`config.mk`:
```
export PLATFORM = sky130hd
export DESIGN_NAME = round_sequencer
export DESIGN_NICKNAME = d
export VERILOG_FILES = /design/src/rtl/game_pkg.sv /design/src/rtl/cycle_timer.sv /design/src/rtl/round_sequencer.sv
export SDC_FILE = /design/constraint.sdc
export NUM_CORES = 1
export LEC_CHECK = 0
export BUFFER_PORTS_ARGS = -buffer_cell sky130_fd_sc_hd__buf_2
export CAP_MARGIN = 20
export CORE_ASPECT_RATIO = 0.75
export CORE_MARGIN = 2
export CORE_UTILIZATION = 64
export CTS_CLUSTER_SIZE = 12
export DETAILED_ROUTE_END_ITERATION = 12
export PLACE_DENSITY_LB_ADDON = 0.3
export SYNTH_ARGS = -nofsm -noshare
export SYNTH_HDL_FRONTEND = slang
export SYNTH_SLANG_ARGS = --single-unit
```
`constraint.sdc`:
```
create_clock -name clk -period 5 [get_ports clk]
set_input_delay 0 -clock clk [delete_from_list [all_inputs] [get_ports clk]]
set_output_delay 0 -clock clk [all_outputs]
set_load 0.05 [all_outputs]
```
`src/rtl/game_pkg.sv`:
```
// game_pkg: shared game/mode/sequencer enums and default timing constants.
package game_pkg;
    typedef enum logic [2:0] {START, KEEPER, SHOOTER, WINNER, LOSER} g_state;
    typedef enum logic {SOLO, MULTI} g_mode;
    typedef enum logic [2:0] {S_IDLE, S_KEEPER, S_SHOOTER, S_PAUSE, S_END} seq_state_t;
    localparam int unsigned TURN_CYCLES_DEF  = 390_000_000;
    localparam int unsigned PAUSE_CYCLES_DEF = 65_000_000;
endpackage

```
`src/rtl/cycle_timer.sv`:
```
// cycle_timer: 32-bit loadable down-counter; expired is high on the last counted cycle.
module cycle_timer (
    input  logic        clk,
    input  logic        rst,
    input  logic        load,
    input  logic [31:0] value,
    output logic        expired
);
    logic [31:0] cnt_q, cnt_d;

    always_comb cnt_d = load ? value : (cnt_q != 32'd0 ? cnt_q - 32'd1 : cnt_q);

    always_ff @(posedge clk) begin
        if (rst) cnt_q <= '0;
        else     cnt_q <= cnt_d;
    end

    assign expired = cnt_q == 32'd1;
endmodule

```
`src/rtl/round_sequencer.sv`:
```
// round_sequencer: penalty match FSM alternating KEEPER/SHOOTER turns with inter-round pause.
// Optional turn timeout is enabled by defining ROUND_SEQ_TURN_TIMEOUT_EN.
module round_sequencer
    import game_pkg::*;
#(
    parameter int unsigned TURN_CYCLES  = TURN_CYCLES_DEF,
    parameter int unsigned PAUSE_CYCLES = PAUSE_CYCLES_DEF
) (
    input  logic       clk,
    input  logic       rst,
    input  g_mode      game_mode,
    input  logic       start_req,
    input  logic       first_keeper,
    input  logic       round_done_gk,
    input  logic       round_done_sh,
    input  logic       enemy_input,
    input  logic       match_end,
    input  logic       match_result,
    input  logic       restart_req,
    output g_state     game_state,
    output logic [3:0] round_cnt,
    output logic       pause_active,
    output logic       turn_timeout
);
    seq_state_t state_q, state_d;
    g_state     game_state_q, game_state_d;
    logic [3:0] round_cnt_q, round_cnt_d;
    logic       timeout_q, timeout_d;
    logic       done, pause_load, pause_exp, turn_exp;

    cycle_timer u_pause (.clk, .rst, .load(pause_load), .value(32'(PAUSE_CYCLES)), .expired(pause_exp));

`ifdef ROUND_SEQ_TURN_TIMEOUT_EN
    logic turn_load;
    assign turn_load = (state_d == S_KEEPER || state_d == S_SHOOTER) && state_d != state_q;
    cycle_timer u_turn (.clk, .rst, .load(turn_load), .value(32'(TURN_CYCLES)), .expired(turn_exp));
`else
    assign turn_exp = (TURN_CYCLES == 0) & 1'b0;
`endif

    always_comb begin
        done = state_q == S_KEEPER  ? round_done_gk
             : state_q == S_SHOOTER ? (game_mode == SOLO ? round_done_sh : enemy_input) : 1'b0;
        state_d      = state_q;
        game_state_d = game_state_q;
        round_cnt_d  = round_cnt_q;
        timeout_d    = 1'b0;
        pause_load   = 1'b0;
        case (state_q)
            S_IDLE: if (start_req) begin
                state_d      = first_keeper ? S_KEEPER : S_SHOOTER;
                game_state_d = first_keeper ? KEEPER : SHOOTER;
                round_cnt_d  = 4'd1;
            end
            S_KEEPER, S_SHOOTER: if (done || turn_exp) begin
                state_d    = S_PAUSE;
                pause_load = 1'b1;
                timeout_d  = !done;
            end
            // game_state keeps the finished role through the pause
            S_PAUSE: if (pause_exp) begin
                if (match_end) begin
                    state_d      = S_END;
                    game_state_d = match_result ? WINNER : LOSER;
                end else begin
                    state_d      = game_state_q == KEEPER ? S_SHOOTER : S_KEEPER;
                    game_state_d = game_state_q == KEEPER ? SHOOTER : KEEPER;
                    round_cnt_d  = round_cnt_q == 4'd15 ? round_cnt_q : round_cnt_q + 4'd1;
                end
            end
            S_END: if (restart_req) begin
                state_d      = S_IDLE;
                game_state_d = START;
                round_cnt_d  = 4'd0;
            end
            default: state_d = S_IDLE;
        endcase
    end

    always_ff @(posedge clk) begin
        if (rst) begin
            state_q      <= S_IDLE;
            game_state_q <= START;
            round_cnt_q  <= 4'd0;
            timeout_q    <= 1'b0;
        end else begin
            state_q      <= state_d;
            game_state_q <= game_state_d;
            round_cnt_q  <= round_cnt_d;
            timeout_q    <= timeout_d;
        end
    end

    assign game_state   = game_state_q;
    assign round_cnt    = round_cnt_q;
    assign pause_active = state_q == S_PAUSE;
    assign turn_timeout = timeout_q;
endmodule

```
==> flow_summary.toml, run 1 <==
[status]
outcome = "complete, no violations"

[yosys]
yosys-top-cells-count = "43 x dfxtp_1, 22 x a21oi_1, 19 x nand2_1, 19 x or3_1"
synth-seq-cells = 43
yosys_warnings = 0
synth_ff_type = "dfxtp_1"
synth_top_area_cell = "dfxtp_1"
syn_inst = 283
postSynthAreaPerCell_um2 = 8.35
postSynth.asyncResetShare_pct = 0
synth_edf_count = 0
syn_area_um2 = 2360
synth_top_area_share_pct = 36.4
netlist_top_cells_area = "dfxtp_1 36%, or3_1 5.0%, a21oi_1 4.7%, or4_1 4.4%, o31ai_1 3.5%"
synth_nets = 298
synth.most_common_cell = "dfxtp_1"
synth_cell_type_count = 52
yosysSeqAreaShare_pct = 36.4

[clock_network]
cts_resized = 0
htreeDepth = 2
cts_hold_buf = 0
cts_root_buffer = "clkbuf_8"
cts_sinks = 43
clk_pin_slew_ns = 0.08
cts_setup_buffers = 0
numCtsBuffers = 5
clk_path_buf_depth = 2
cts_tree = "built"
insertion_delay_ns = 0.30

[drt]
dr_total_vias = 2346
initialDrtViolationCount = 291
drc = 0
drt_first_pass_iters = 5
routed_via_density = 6.66
wl_met3_um = 429
top_layer_used = "met4"
wl_met2_mm = 2.44
met1_length_mm = 2.71
routed_wl_mm = 5.67
routedWlPerCell_um = 16.1
detail-route-antenna-nets = 0

[worst_setup_path]
cp_data_arrival_time_ns = 3.19
crit_path_end_kind = "flip-flop"
max_stage_delay_ns = 0.95
r2r_slack_ns = 2.00
r2r-start = "u_pause.cnt_q[6]"
critPathRequiredTime_ns = 5.18
rr_endpoint = "game_state[1]"
slowest_stage = "o41ai_1"
cp_max_fo = 10
reg2regPathDepth = 5
worstSetupPathType = "reg -> reg"
crit_path_start_kind = "flip-flop"
crit_path_cell_trace = "nor4_1 > nand4_2 > o41ai_1 > mux2i_1 > nor2_1"

[worst_hold_path]
hold_path_end = "state_q[1]"
hp-class = "in -> reg"
hold_path_depth = 4
hold_start = "first_keeper"

[pwr]
p_leak_nw = 0.942
ir_drop_v = 0.000435
p_per_area_nw_per_um2 = 677

[run]
drv_cap = 0

[final_layout]
stdcell_count = 352
nets = 314
diodes = 0
drive_gt1_share_pct = 13.3
fillCellCount = 278
synthToLayoutAreaGrowth_pct = 9.95

[timing]
drv_slew = 0
finClkSkew_ns = 0.00803
hold_viol = 0
grt_setup_unrepaired = "false"
max-slew-margin-rel_pct = 35.3
fin_ws_ns = 2.00
worstMarginPinSlew_ns = 0.958
finalSetupTns_ns = 0
fin_crit_ns = 3.00
period_share_pct = 60.0
setup_viol = 0
fmax_ghz = 0.333

[grt]
track_usage_pct = 29.0
overflow = 0
grt_pass1_vias = 2007
antenna_found_initial = 0
grt_max_degree = 24
grt_pass1_wl_mm = 9.47

[placed_design]
place_congestion = 0.919
dp_cells = 344
dpl.hpwl_mm = 3.89
io_buffer_count = 19
dp_slack_ns = 2.06

[floorplan]
io_pins = 20
fp.coreArea_um2 = 3590
die_area_um2 = 4200
row_count = 19
fp.dieW_um = 74.2
start_util_pct = 65.8
die_h_um = 56.6
layout make-up:
type | count | area (um2) | share of cell area (%)
flip-flops and latches | 43 | 861 | 33.1
multi-input cells | 221 | 1420 | 54.7
repair buffers | 20 | 103 | 3.95
well taps | 52 | 65.1 | 2.50
inverters | 8 | 30.0 | 1.16
clock buffers | 6 | 82.6 | 3.18
clock inverters | 2 | 35.0 | 1.35
per-stage QoR:
stage	utilization (%)	hold slack, ns	instance area (um2)	total power [mW]
2_1_floorplan	-	0.0777	2360	1.27
3_3_place_gp	69.1	0.333	2480	1.42
3_5_place_dp	69.1	0.340	2480	1.44
4_1_cts	72.4	0.0310	2600	1.73
5_1_grt	72.4	0.0491	2600	1.89
6_report	72.4	0.0343	2600	1.76
worst max-delay path: cells and delay by family, from the launching register on:
kind,cells,cell delay [ns]
AND/OR/NAND/NOR,3,1.30
multiplexers,1,0.27
flip-flops,1,0.37
AO/OA/AOI/OAI,1,0.95
worst max-delay path by stage:
stage	startpoint	end	slack (ns)	cells past startpoint
floorplan	state_q[0]	round_cnt[3]	2.47	7
global placement	u_pause.cnt_q[6]	game_state[1]	2.28	5
detailed placement	u_pause.cnt_q[6]	game_state[2]	2.06	5
CTS	u_pause.cnt_q[6]	game_state[1]	2.08	5
global route	u_pause.cnt_q[6]	game_state[0]	1.73	5
finish	u_pause.cnt_q[6]	game_state[1]	2.00	5
cell usage in the layout (no fill, tap or decap), types with 3 or more instances in the layout:
| master | instances |
|---|---|
| o21ai_0 | 11 |
| clkbuf_8 | 6 |
| mux2i_1 | 5 |
| a31oi_1 | 11 |
| nor4_1 | 9 |
| nor2_1 | 14 |
| o31ai_1 | 11 |
| or3_1 | 19 |
| or2_2 | 3 |
| or4b_2 | 3 |
| and2_1 | 3 |
| a21oi_1 | 22 |
| dfxtp_1 | 43 |
| a211oi_1 | 7 |
| inv_1 | 8 |
| o41ai_1 | 5 |
| buf_2 | 19 |
| nand3_1 | 7 |
| or4_1 | 14 |
| nand2_1 | 19 |
| ha_1 | 4 |
| and4_1 | 3 |
| nand4_1 | 4 |
| nand2b_1 | 4 |
| nor3_1 | 14 |
state kept, by name, indices dropped and copies added (netlist names):
signal	cells
u_pause.cnt_q	32
turn_timeout	1
state_q	3
round_cnt	4
game_state	3
power by group:
group / total (mW) / internal [mW] / switching (mW)
Combinational: 0.906 / 0.319 / 0.587
Sequential: 0.573 / 0.449 / 0.124
Clock: 0.280 / 0.162 / 0.119
logic make-up (layout without fill, tap and decap cells):
logic type / Yosys count / after routing / synth area share [%]
simple gates: 127 / 127 / 32.0
compound gates: 81 / 81 / 22.6
flops: 43 / 43 / 36.4
buf+inv: 19 / 36 / 3.39
mux: 6 / 6 / 2.59
fa+ha+maj: 4 / 4 / 2.12
xor+xnor: 2 / 2 / 0.741
other cells: 1 / 1 / 0.159
layer usage:
layer	vias to the layer above	track usage, %
li1	1146	-
met1	1082	46.2
met2	107	38.1
met3	11	5.57
met4	0	9.61
met5	-	0
No activity file was read; power rests on OpenSTA's default activity.
==> run 2: changes to the inputs <==
--- a/config.mk
+++ b/config.mk
@@ -9,7 +9,7 @@
 export CAP_MARGIN = 20
 export CORE_ASPECT_RATIO = 0.75
 export CORE_MARGIN = 2
-export CORE_UTILIZATION = 64
+export CORE_UTILIZATION = 59
 export CTS_CLUSTER_SIZE = 12
 export DETAILED_ROUTE_END_ITERATION = 12
 export PLACE_DENSITY_LB_ADDON = 0.3
==> constraint.sdc (replaced) <==
create_clock -name clk -period 3.1 [get_ports clk]
set_input_delay 0 -clock clk [delete_from_list [all_inputs] [get_ports clk]]
set_output_delay 0 -clock clk [all_outputs]
set_load 0.05 [all_outputs]
==> flow_summary.toml, run 2 (synthesized netlist as in run 1, its figures left out) <==
[worst_hold_path]
hold_path_end = "state_q[1]"
hp-class = "in -> reg"
hold_path_depth = 4
hold_start = "first_keeper"

[grt]
overflow = 0
track_usage_pct = 26.7
antenna_found_initial = 0
grt_pass1_wl_mm = 9.57
grt_max_degree = 24
grt_pass1_vias = 2038

[drt]
detail-route-antenna-nets = 0
routedWlPerCell_um = 16.0
met1_length_mm = 2.72
wl_met3_um = 404
routed_wl_mm = 5.69
top_layer_used = "met4"
wl_met2_mm = 2.50
routed_via_density = 6.53
dr_total_vias = 2325
initialDrtViolationCount = 265
drc = 0
drt_first_pass_iters = 4

[placed_design]
place_area_um2 = 2520
dp_cells = 349
io_buffer_count = 19
place_congestion = 0.895
dpl.hpwl_mm = 4.12

[worst_setup_path]
reg2regPathDepth = 5
crit_path_end_kind = "flip-flop"
crit_path_start_kind = "flip-flop"
rr_endpoint = "round_cnt[3]"
cp_max_fo = 10
critPathRequiredTime_ns = 3.31
cp_data_arrival_time_ns = 2.90
r2r-start = "u_pause.cnt_q[16]"
worstSetupPathType = "reg -> reg"
r2r_slack_ns = 0.40

[floorplan]
start_util_pct = 62.9
io_pins = 20
die_area_um2 = 4530
die_h_um = 58.8
fp.coreArea_um2 = 3760
row_count = 19
fp.dieW_um = 77.1

[final_layout]
layout_common_cells = "43 x dfxtp_1, 22 x a21oi_1, 19 x nand2_1, 19 x or3_1, 19 x buf_2"
post-route-cell-area_um2 = 2620
diodes = 0
drive_gt1_share_pct = 14.1
final_common_cell = "dfxtp_1"
regMostFlops = "u_pause.cnt_q"
nets = 319
synthToLayoutAreaGrowth_pct = 10.9
fillCellCount = 326
fin_util_pct = 69.8
stdcell_count = 356
largest_register_ffs = 32

[timing]
worstMarginPinSlew_ns = 0.825
period_share_pct = 87.0
finalSetupTns_ns = 0
fin_crit_ns = 2.70
drv_slew = 0
max-slew-margin-rel_pct = 44.5
fmax_ghz = 0.371
grt_setup_unrepaired = "false"
finClkSkew_ns = 0.00846
setup_viol = 0
hold_viol = 0

[clock_network]
cts_sinks = 43
clk_path_buf_depth = 2
cts_setup_buffers = 0
numCtsBuffers = 5
cts_root_buffer = "clkbuf_8"
cts_tree = "built"
cts_resized = 0
htreeDepth = 2
clk_pin_slew_ns = 0.08
insertion_delay_ns = 0.29
cts_hold_buf = 0

[run]
drv_cap = 0

[pwr]
p_per_area_nw_per_um2 = 1090
ir_drop_v = 0.000790
p_leak_nw = 0.957

[status]
outcome = "complete, no violations"
-- run 2: layer usage --
layer | vias to the layer above | global-route usage [%]
li1 | 1152 | -
met1 | 1079 | 37.5
met2 | 89 | 41.5
met3 | 5 | 5.83
met4 | 0 | 8.42
met5 | - | 0
-- run 2: final cells by class --
class / instances / area (um2) / share of cell area [%]
multi-input combinational: 221 / 1420 / 54.3
sequential: 43 / 861 / 32.8
timing repair buffer: 25 / 140 / 5.35
clock buffer: 6 / 72.6 / 2.77
tap: 52 / 65.1 / 2.48
clock inverter: 1 / 30.0 / 1.15
inverter: 8 / 30.0 / 1.15
-- run 2: stage by stage --
stage | setup WS (ns) | total power [mW] | hold slack, ns
6_report | 0.403 | 2.85 | 0.0548
5_1_grt | 0.221 | 3.08 | 0.0762
4_1_cts | 0.424 | 2.83 | 0.0435
3_5_place_dp | 0.436 | 2.40 | 0.349
3_3_place_gp | 0.472 | 2.36 | 0.329
2_1_floorplan | 0.569 | 2.05 | 0.0777
-- run 2: power by group --
part,leakage [nW],switching [mW],internal [mW]
combinational,0.553,0.954,0.558
clock,0.0513,0.178,0.236
sequential,0.353,0.196,0.724
-- run 2: worst max path at each step --
stage,from,to,slack [ns],depth (start not counted)
after global routing,u_pause.cnt_q[16],u_pause.cnt_q[21],0.22,5
after global placement,u_pause.cnt_q[16],round_cnt[3],0.47,5
after CTS,u_pause.cnt_q[16],round_cnt[3],0.42,5
after detailed placement,u_pause.cnt_q[16],round_cnt[3],0.44,5
after floorplan,state_q[0],round_cnt[3],0.57,7
final,u_pause.cnt_q[16],round_cnt[3],0.40,5
-- run 2: critical path: stages (launching register included) --
cell and delay, ns:
dfxtp_1 0.35, or4_4 0.58, or3_1 0.52, or4_4 0.58
or3_1 0.35, a211oi_1 0.22
==> run 3: changes to the inputs <==
--- a/config.mk
+++ b/config.mk
@@ -5,7 +5,7 @@
 export SDC_FILE = /design/constraint.sdc
 export NUM_CORES = 1
 export LEC_CHECK = 0
-export BUFFER_PORTS_ARGS = -buffer_cell sky130_fd_sc_hd__buf_2
+export BUFFER_PORTS_ARGS = -buffer_cell sky130_fd_sc_hd__buf_4
 export CAP_MARGIN = 20
 export CORE_ASPECT_RATIO = 0.75
 export CORE_MARGIN = 2
==> flow_summary.toml, run 3 (synthesized netlist as in run 1, its figures left out) <==
[drt]
routed_via_density = 6.57
routed_wl_mm = 5.88
drt_first_pass_iters = 6
dr_total_vias = 2360
detail-route-antenna-nets = 0
routedWlPerCell_um = 16.4
drc = 0
initialDrtViolationCount = 184

[placed_design]
io_buffer_count = 19
dpl.hpwl_mm = 4.18
dp_cells = 351
dp_slack_ns = 0.413
place_congestion = 0.932

[timing]
drv_slew = 0
grt_setup_unrepaired = "false"
hold_viol = 0
setup_viol = 0
fin_ws_ns = 0.362
max-slew-margin-rel_pct = 50.6
worstMarginPinSlew_ns = 0.735
fmax_ghz = 0.365
finalSetupTns_ns = 0
fin_crit_ns = 2.74
finClkSkew_ns = 0.00575
period_share_pct = 88.3

[clock_network]
cts_hold_buf = 0
clk_path_buf_depth = 2
cts_setup_buffers = 0
cts_root_buffer = "clkbuf_8"
numCtsBuffers = 5
cts_tree = "built"
clk_pin_slew_ns = 0.08
cts_resized = 0
cts_sinks = 43
htreeDepth = 2
insertion_delay_ns = 0.30

[worst_setup_path]
cp_data_arrival_time_ns = 2.95
r2r-start = "u_pause.cnt_q[16]"
r2r_slack_ns = 0.36
worstSetupPathType = "reg -> reg"
cp_max_fo = 10
critPathRequiredTime_ns = 3.31
rr_endpoint = "round_cnt[3]"
reg2regPathDepth = 5
crit_path_end_kind = "flip-flop"
crit_path_start_kind = "flip-flop"

[final_layout]
synthToLayoutAreaGrowth_pct = 12.8
fillCellCount = 312
fin_util_pct = 71.0
layout_common_cells = "43 x dfxtp_1, 27 x buf_4, 22 x a21oi_1"
diodes = 0
nets = 321
drive_gt1_share_pct = 15.3
largest_register_ffs = 32
stdcell_count = 359
final_common_cell = "dfxtp_1"
regMostFlops = "u_pause.cnt_q"

[floorplan]
start_util_pct = 62.9
io_pins = 20
fp.coreArea_um2 = 3760
die_h_um = 58.8
die_area_um2 = 4530
fp.dieW_um = 77.1
row_count = 19

[status]
outcome = "complete, no violations"

[worst_hold_path]
hold_path_end = "state_q[2]"
hold_path_depth = 3
hold_start = "match_end"
hp-class = "in -> reg"

[pwr]
p_leak_nw = 0.973
ir_drop_v = 0.000720
p_per_area_nw_per_um2 = 1070

[grt]
overflow = 0
antenna_found_initial = 0
grt_pass1_wl_mm = 9.84
grt_pass1_vias = 2053
grt_max_degree = 24
track_usage_pct = 27.3

[run]
drv_cap = 0
==> run 3: changes by cell type in the layout (fill, tap and decap cells not counted) <==
cell       before  now
buf_4           6   27
bufinv_16       1    0
clkinv_2        0    3
buf_2          19    0
clkbuf_1        1    0
==> run 3: power by group <==
group	switching, mW	internal, mW	leakage, nW
logic	1.00	0.581	0.573
clock network	0.192	0.154	0.0477
registers	0.196	0.724	0.353
==> run 3: layout make-up <==
type	count	area, um2	share of cell area [%]
Multi-Input combinational cell	221	1420	53.4
Sequential cell	43	861	32.3
Timing Repair Buffer	27	203	7.61
Clock buffer	5	68.8	2.58
Tap cell	52	65.1	2.44
Inverter	8	30.0	1.13
Clock inverter	3	15.0	0.563
==> run 3: per-stage QoR <==
stage	total power [mW]	hold WS, ns	cell area, um2
floorplan	2.05	0.0777	2360
global placement	2.38	0.287	2580
detailed placement	2.44	0.337	2580
CTS	2.81	0.0438	2670
global route	3.07	0.0599	2670
finish	2.85	0.0350	2670
==> run 3: worst max-delay path by stage <==
stage                      startpoint           end  slack (ns)
finish              u_pause.cnt_q[16]  round_cnt[3]        0.36
global route        u_pause.cnt_q[16]  round_cnt[3]        0.28
CTS                 u_pause.cnt_q[16]  round_cnt[3]        0.38
detailed placement  u_pause.cnt_q[16]  round_cnt[3]        0.41
global placement    u_pause.cnt_q[16]  round_cnt[3]        0.48
floorplan                  state_q[0]  round_cnt[3]        0.57
==> run 3: critical path, cell delays in order, from the launching register on <==
cell	delay, ns
dfxtp_1	0.36
or4_4	0.60
or3_1	0.54
or4_4	0.59
or3_1	0.35
a211oi_1	0.21
==> run 3: routing by layer <==
layer | vias up | GRT usage [%] | routed length (um)
met5 | - | 0 | 0
li1 | 1152 | - | -
met4 | 0 | 6.63 | 53
met2 | 101 | 44.2 | 2590
met3 | 6 | 6.60 | 481
met1 | 1101 | 37.3 | 2760
